$ cat config.mk
export PLATFORM = sky130hd
export DESIGN_NAME = traffic_light_controller_n_flat
export DESIGN_NICKNAME = d
export VERILOG_FILES = /design/src/rtl/traffic_light_controller_n_if.sv /design/src/rtl/traffic_light_controller_n.sv /design/src/flat_wrapper.sv
export SDC_FILE = /design/constraint.sdc
export NUM_CORES = 1
export LEC_CHECK = 0
export ABC_CLOCK_PERIOD_IN_PS = 4800
export BUFFER_PORTS_ARGS = -buffer_cell sky130_fd_sc_hd__buf_2
export CORE_AREA = 2 2 93 59
export CTS_CLUSTER_DIAMETER = 60
export DETAILED_ROUTE_END_ITERATION = 7
export DIE_AREA = 0 0 95 61
export SLEW_MARGIN = 20
export SYNTH_ARGS = -nofsm -noshare
export SYNTH_HDL_FRONTEND = slang
export SYNTH_SLANG_ARGS = --single-unit
$ cat constraint.sdc
create_clock -name clk -period 4.8 [get_ports clk]
set_input_delay 0.96 -clock clk [delete_from_list [all_inputs] [get_ports clk]]
set_output_delay 0.96 -clock clk [all_outputs]
set_load 0.03 [all_outputs]
$ cat src/rtl/traffic_light_controller_n_if.sv
// Sensor/mode inputs and lamp-driver outputs of one intersection sequencer.
interface traffic_light_controller_n_if #(
    parameter int NUM_PATHS = 3
);
    localparam int P_W = $clog2(NUM_PATHS);

    logic                 enable;
    logic                 flash;
    logic [NUM_PATHS-1:0] demand;
    logic [NUM_PATHS-1:0] red;
    logic [NUM_PATHS-1:0] yellow;
    logic [NUM_PATHS-1:0] green;
    logic [P_W-1:0]       active_path;
    logic [1:0]           phase;

    modport master (
        output enable, flash, demand,
        input  red, yellow, green, active_path, phase
    );

    modport slave (
        input  enable, flash, demand,
        output red, yellow, green, active_path, phase
    );
endinterface

$ cat src/rtl/traffic_light_controller_n.sv
// N-path traffic light sequencer: green/yellow/all-red rotation with demand skipping,
// pause enable and flashing-yellow night mode, all durations counted in clocks.
module traffic_light_controller_n #(
    parameter int NUM_PATHS     = 3,
    parameter int CNT_W         = 8,
    parameter int GREEN_CYCLES  = 10,
    parameter int YELLOW_CYCLES = 4,
    parameter int ALLRED_CYCLES = 1,
    parameter int FLASH_CYCLES  = 8
) (
    input logic                         clk,
    input logic                         reset,
    traffic_light_controller_n_if.slave bus
);
    localparam int               P_W       = $clog2(NUM_PATHS);
    localparam int               PW1       = P_W + 1;
    localparam logic [CNT_W-1:0] G_LOAD    = CNT_W'(GREEN_CYCLES - 1);
    localparam logic [CNT_W-1:0] Y_LOAD    = CNT_W'(YELLOW_CYCLES - 1);
    localparam logic [CNT_W-1:0] A_LOAD    = CNT_W'(ALLRED_CYCLES - 1);
    localparam logic [CNT_W-1:0] F_LOAD    = CNT_W'(FLASH_CYCLES - 1);
    localparam logic [P_W-1:0]   LAST_PATH = P_W'(NUM_PATHS - 1);
    localparam logic [PW1-1:0]   N_WIDE    = PW1'(NUM_PATHS);

    typedef enum logic [1:0] {
        ST_GREEN  = 2'd0,
        ST_YELLOW = 2'd1,
        ST_ALLRED = 2'd2,
        ST_FLASH  = 2'd3
    } state_t;

    state_t           state_r;
    state_t           state_nxt_s;
    logic [P_W-1:0]   p_r;
    logic [P_W-1:0]   p_nxt_s;
    logic [P_W-1:0]   next_path_s;
    logic [CNT_W-1:0] timer_r;
    logic [CNT_W-1:0] timer_nxt_s;
    logic             blink_r;
    logic             blink_nxt_s;
    logic             expire_s;
    logic             found_s;
    logic [PW1-1:0]   cand_s;

    function automatic logic [3*NUM_PATHS-1:0] lamps_f(
        input state_t         st,
        input logic [P_W-1:0] p,
        input logic           blink
    );
        logic [NUM_PATHS-1:0] oh;
        logic [NUM_PATHS-1:0] zero;
        logic [NUM_PATHS-1:0] ones;
        oh   = {{(NUM_PATHS-1){1'b0}}, 1'b1} << p;
        zero = {NUM_PATHS{1'b0}};
        ones = {NUM_PATHS{1'b1}};
        // Packed as {red, yellow, green}.
        case (st)
            ST_GREEN:  lamps_f = {~oh, zero, oh};
            ST_YELLOW: lamps_f = {~oh, oh, zero};
            ST_ALLRED: lamps_f = {ones, zero, zero};
            ST_FLASH:  lamps_f = {zero, {NUM_PATHS{blink}}, zero};
            default:   lamps_f = {ones, zero, zero};
        endcase
    endfunction

    // Cyclic search for the first demanding path after p, p itself last.
    always_comb begin
        next_path_s = (p_r == LAST_PATH) ? {P_W{1'b0}} : p_r + P_W'(1);
        found_s     = 1'b0;
        cand_s      = {PW1{1'b0}};
        for (int k = 1; k <= NUM_PATHS; k++) begin
            cand_s      = {1'b0, p_r} + PW1'(k);
            cand_s      = (cand_s >= N_WIDE) ? cand_s - N_WIDE : cand_s;
            next_path_s = (!found_s && bus.demand[cand_s[P_W-1:0]]) ? cand_s[P_W-1:0] : next_path_s;
            found_s     = found_s | bus.demand[cand_s[P_W-1:0]];
        end
    end

    // Next-state, path, timer and blink selection; flash overrides enable.
    always_comb begin
        state_nxt_s = state_r;
        p_nxt_s     = p_r;
        timer_nxt_s = timer_r;
        blink_nxt_s = blink_r;
        expire_s    = (timer_r == {CNT_W{1'b0}});
        if (bus.flash) begin
            if (state_r != ST_FLASH) begin
                state_nxt_s = ST_FLASH;
                timer_nxt_s = F_LOAD;
                blink_nxt_s = 1'b1;
            end else if (bus.enable && expire_s) begin
                timer_nxt_s = F_LOAD;
                blink_nxt_s = ~blink_r;
            end else if (bus.enable) begin
                timer_nxt_s = timer_r - CNT_W'(1);
            end else begin
                timer_nxt_s = timer_r;
            end
        end else if (state_r == ST_FLASH) begin
            // Leaving night mode from the last path makes the search start at path 0.
            state_nxt_s = ST_ALLRED;
            p_nxt_s     = LAST_PATH;
            timer_nxt_s = A_LOAD;
        end else if (bus.enable && !expire_s) begin
            timer_nxt_s = timer_r - CNT_W'(1);
        end else if (bus.enable) begin
            case (state_r)
                ST_GREEN: begin
                    state_nxt_s = ST_YELLOW;
                    timer_nxt_s = Y_LOAD;
                end
                ST_YELLOW: begin
                    state_nxt_s = ST_ALLRED;
                    timer_nxt_s = A_LOAD;
                end
                ST_ALLRED: begin
                    state_nxt_s = ST_GREEN;
                    p_nxt_s     = next_path_s;
                    timer_nxt_s = G_LOAD;
                end
                default: begin
                    state_nxt_s = ST_ALLRED;
                    timer_nxt_s = A_LOAD;
                end
            endcase
        end else begin
            timer_nxt_s = timer_r;
        end
    end

    // State registers; lamps are registered from the same next-state decode.
    always_ff @(posedge clk or negedge reset) begin
        if (!reset) begin
            state_r         <= ST_GREEN;
            p_r             <= {P_W{1'b0}};
            timer_r         <= G_LOAD;
            blink_r         <= 1'b0;
            bus.red         <= {{(NUM_PATHS-1){1'b1}}, 1'b0};
            bus.yellow      <= {NUM_PATHS{1'b0}};
            bus.green       <= {{(NUM_PATHS-1){1'b0}}, 1'b1};
            bus.active_path <= {P_W{1'b0}};
            bus.phase       <= 2'd0;
        end else begin
            state_r                          <= state_nxt_s;
            p_r                              <= p_nxt_s;
            timer_r                          <= timer_nxt_s;
            blink_r                          <= blink_nxt_s;
            {bus.red, bus.yellow, bus.green} <= lamps_f(state_nxt_s, p_nxt_s, blink_nxt_s);
            bus.active_path                  <= p_nxt_s;
            bus.phase                        <= state_nxt_s;
        end
    end
endmodule
$ cat src/flat_wrapper.sv
// flat-port wrapper written by rule: the top's interface ports become plain ports
module traffic_light_controller_n_flat 
#(
    parameter int NUM_PATHS     = 3,
    parameter int CNT_W         = 8,
    parameter int GREEN_CYCLES  = 10,
    parameter int YELLOW_CYCLES = 4,
    parameter int ALLRED_CYCLES = 1,
    parameter int FLASH_CYCLES  = 8
)
  (clk, reset, bus_enable, bus_flash, bus_demand, bus_red, bus_yellow, bus_green, bus_active_path, bus_phase);
  traffic_light_controller_n_if #(.NUM_PATHS(NUM_PATHS)) bus_i ();
  input logic clk;
  input logic reset;
  input wire logic [$bits(bus_i.enable)-1:0] bus_enable;
  input wire logic [$bits(bus_i.flash)-1:0] bus_flash;
  input wire logic [$bits(bus_i.demand)-1:0] bus_demand;
  output wire logic [$bits(bus_i.red)-1:0] bus_red;
  output wire logic [$bits(bus_i.yellow)-1:0] bus_yellow;
  output wire logic [$bits(bus_i.green)-1:0] bus_green;
  output wire logic [$bits(bus_i.active_path)-1:0] bus_active_path;
  output wire logic [$bits(bus_i.phase)-1:0] bus_phase;
  assign bus_i.enable = bus_enable;
  assign bus_i.flash = bus_flash;
  assign bus_i.demand = bus_demand;
  assign bus_red = bus_i.red;
  assign bus_yellow = bus_i.yellow;
  assign bus_green = bus_i.green;
  assign bus_active_path = bus_i.active_path;
  assign bus_phase = bus_i.phase;
  traffic_light_controller_n #(.NUM_PATHS(NUM_PATHS), .CNT_W(CNT_W), .GREEN_CYCLES(GREEN_CYCLES), .YELLOW_CYCLES(YELLOW_CYCLES), .ALLRED_CYCLES(ALLRED_CYCLES), .FLASH_CYCLES(FLASH_CYCLES)) u_core (.clk(clk), .reset(reset), .bus(bus_i));
endmodule
==> impl_metrics.py <==
metrics = {
    "cts": {
        "clk-insertion-delay-late_ps": 260,
        "clock-root-buffer": "clkbuf_8",
        "cts_made_buffers": 3,
        "cts.path.max_buffers": 2,
        "cts_max_level": 1,
        "reg_clk_slew_reported_paths_ps": 80,
        "clock-sinks": 22,
        "cts.hold.buffers_added": 0,
        "cts.repair.resized": 0,
        "cts_setup_buffers": 0,
        "clock_tree_from_tritoncts": "yes",
    },
    "logic_synthesis": {
        "yosys-top-cells-area": "dfrtp_1 29%, dfstp_2 9.0%, a21oi_1 5.9%, ha_1 5.2%, nor2_1 3.6%",
        "yosys.area.top_type": "dfrtp_1",
        "synth-warning-count": 0,
        "yosysTopAreaCellShare_pct": 29.26,
        "postSynthNetCount": 176,
        "ys_seq_area_share_pct": 38.30,
        "ys_async_sr_fraction_pct": 100.0,
        "synth_compound_area_share_pct": 23.15,
        "yosys.area_share.xor_xnor_pct": 1.807,
        "synth.avg_cell_area_um2": 8.920,
        "synth.area.mux_share_pct": 2.496,
        "synthAdderAreaFrac_pct": 5.164,
        "largest_family_of_logic_cells_by_synthesized_area": "simple AND/OR/NAND/NOR gates",
        "dominantRegCellSynth": "dfrtp_1",
        "syn_area_mm2": 0.001454,
        "synth-edff-count": 0,
        "yosys.area_share.simple_pct": 23.92,
        "number_of_distinct_library_cells_after_synthesis": 52,
        "yosys_register_bits": 22,
        "postSynthCellCount": 163,
    },
    "final_layout": {
        "commonest_cells_after_routing_fill_and_taps_aside": "19 x buf_2, 17 x a21oi_1, 17 x dfrtp_1",
        "layout.filler_cells": 511,
        "finalNetCount": 194,
        "post-route-cell-area_mm2": 0.001679,
        "insertedDiodeCount": 0,
        "mostFrequentLayoutCell": "buf_2",
        "post_route_cells_drive_above_1_share_pct": 21.67,
        "syn_to_final_growth_pct": 15.49,
    },
    "critical_path": {
        "critical_path.reg2reg.startpoint": "u_core.bus.active_path[0]",
        "worstReg2RegEnd": "u_core.bus.yellow[0]",
        "worst-endpoint-required_ps": 4970,
        "cp_max_fo": 10,
        "timing.critical_path.to_type": "flip-flop",
        "timing.reg2reg.setup_slack_ps": 1970,
        "startpoint": "u_core.bus.active_path[0]",
        "reg2reg_depth": 9,
        "crit_path_end": "u_core.bus.yellow[0]",
        "setup.worst_path.start_class": "flip-flop",
        "cp_data_arrival_time_ps": 3000,
        "crit_type": "flip-flop to flip-flop",
    },
    "routing": {
        "post_drt_via_cell_ratio": 5.110,
        "wire_per_inst_um": 13.62,
        "wl_final_um": 3350,
        "drt_pass1_iterations": 4,
        "drt.antenna.violating_nets": 0,
        "route.vias.total": 1257,
        "drcViolationCount": 0,
        "initialDrtViolationCount": 125,
    },
    "timing": {
        "setup-violations-final": 0,
        "final_tns_setup_ps": 0,
        "layout_worst_path_cycle_share_pct": 59.04,
        "max_freq_mhz": 352.9,
        "tightestPinTransition_ps": 499.5,
        "finalMaxSlewViolations": 0,
        "setup_repair_after_global_routing_missed_its_margin": "false",
        "final.setup_skew_ps": 8.144,
        "min_period_ps": 2834,
        "timing.slew.headroom_pct": 66.70,
        "timing_hold_violations_final": 0,
    },
    "global_route": {
        "grt_start_max_net_pins": 23,
        "globalRoute.totalOverflow": 0,
        "grtUsageTotal_pct": 12.79,
        "grt_pass1_vias": 1061,
        "antenna_found_initial": 0,
        "grt_first_pass_wirelength_um": 5630,
    },
    "floorplanning": {
        "die_width_um": 95,
        "fp.dieArea_mm2": 0.005795,
        "ios": 20,
        "die_h_um": 61,
        "placeableCoreArea_mm2": 0.004930,
        "initial_utilization_pct": 29.49,
        "std_cell_rows": 20,
    },
    "placed_design": {
        "detailed_place_hpwl_um": 2561,
        "routability_cong": 0.7942,
        "dpl_cell_area_mm2": 0.001608,
        "place.port_buffers": 19,
    },
    "power": {
        "total_leakage_power_nw": 0.7341,
        "power-per-cell-area_mw_per_mm2": 546.8,
        "irDropWorstVdd_mv": 0.1412,
    },
    "worst_hold_path": {
        "worstHoldPathType": "flip-flop to flip-flop",
    },
    "run": {
        "drv.max_cap_violation_count": 0,
    },
    "run_status": {
        "outcome": "complete, no violations",
    },
}
## worst min-delay path by stage
stage                      startpoint           endpoint  slack, ps  depth (start not counted)
finish              u_core.timer_r[3]  u_core.timer_r[3]        550                          2
global route        u_core.timer_r[3]  u_core.timer_r[3]        580                          2
CTS                 u_core.timer_r[3]  u_core.timer_r[3]        550                          2
detailed placement  u_core.timer_r[3]  u_core.timer_r[3]        540                          2
global placement    u_core.timer_r[3]  u_core.timer_r[3]        540                          2
floorplan           u_core.timer_r[3]  u_core.timer_r[3]        510                          2
## routing by layer
layer	track usage [%]	up-vias	wire [um]
met5	0	-	0
met4	1.242	0	8
met3	3.851	2	181
met2	15.60	28	1243
met1	21.60	604	1917
li1	-	623	-
## cell usage after synthesis, types with 3 or more instances
library cell and instances:
dfstp_2 5, xnor2_1 3, ha_1 6, dfrtp_1 17
nor2_1 14, inv_1 11, clkbuf_1 5, and3_1 4
and2_1 3, nor3_1 4, o21ai_0 8, o31ai_1 3
a211oi_1 3, a21oi_1 17, nand3_1 3, nand2_1 10
nor2b_1 4, nand4_1 3, nand2b_1 3
## kinds of logic after synthesis
group / Yosys count
simple gates: 61
fa+ha+maj: 6
flops: 22
xor+xnor: 3
compound gates: 49
buf+inv: 19
mux: 3
## critical path, cell delays in order (launching register included)
cell and delay, ps:
dfrtp_1 520, inv_1 140, ha_1 440, nand2b_1 200
a32o_1 290, or3_4 410, a221oi_2 250, o31a_4 220
inv_4 50, o31ai_1 210
## flip-flops by register name, summed over array words and instances (netlist names)
name and flops:
u_core.bus.active_path 2, u_core.timer_r 8, u_core.blink_r 1, u_core.bus.red 3
u_core.bus.yellow 3, u_core.bus.green 3, u_core.bus.phase 2
## per-stage QoR
step | worst slack (ps) | instances | power, W | utilization [%] | hold WS [ps]
6_report | 1966 | 246 | 0.0009181 | 34.06 | 547.8
5_1_grt | 1717 | 246 | 0.0009904 | 34.06 | 576.8
4_1_cts | 1976 | 246 | 0.0009182 | 34.06 | 551.9
3_5_place_dp | 1963 | 242 | 0.0007426 | 32.61 | 540.9
3_3_place_gp | 1990 | 242 | 0.0007444 | 32.61 | 540.6
2_1_floorplan | 2048 | 163 | 0.0006397 | - | 505.0
## layout make-up
| cell class | count | area [um2] | area share [%] |
|---|---|---|---|
| multi-input combinational | 122 | 822.0 | 48.96 |
| sequential | 22 | 556.8 | 33.16 |
| timing repair buffer | 19 | 95.09 | 5.663 |
| tap | 66 | 82.58 | 4.918 |
| inverter | 13 | 51.30 | 3.055 |
| clock buffer | 3 | 41.29 | 2.459 |
| clock inverter | 1 | 30.03 | 1.788 |
## report_power, final
| group | switching [W] | total, W | internal (W) |
|---|---|---|---|
| Combinational | 0.000284 | 0.000455 | 0.000171 |
| Clock | 0.0000617 | 0.000173 | 0.000111 |
| Sequential | 0.0000532 | 0.000290 | 0.000236 |
Power figures use the tool's default switching activity.
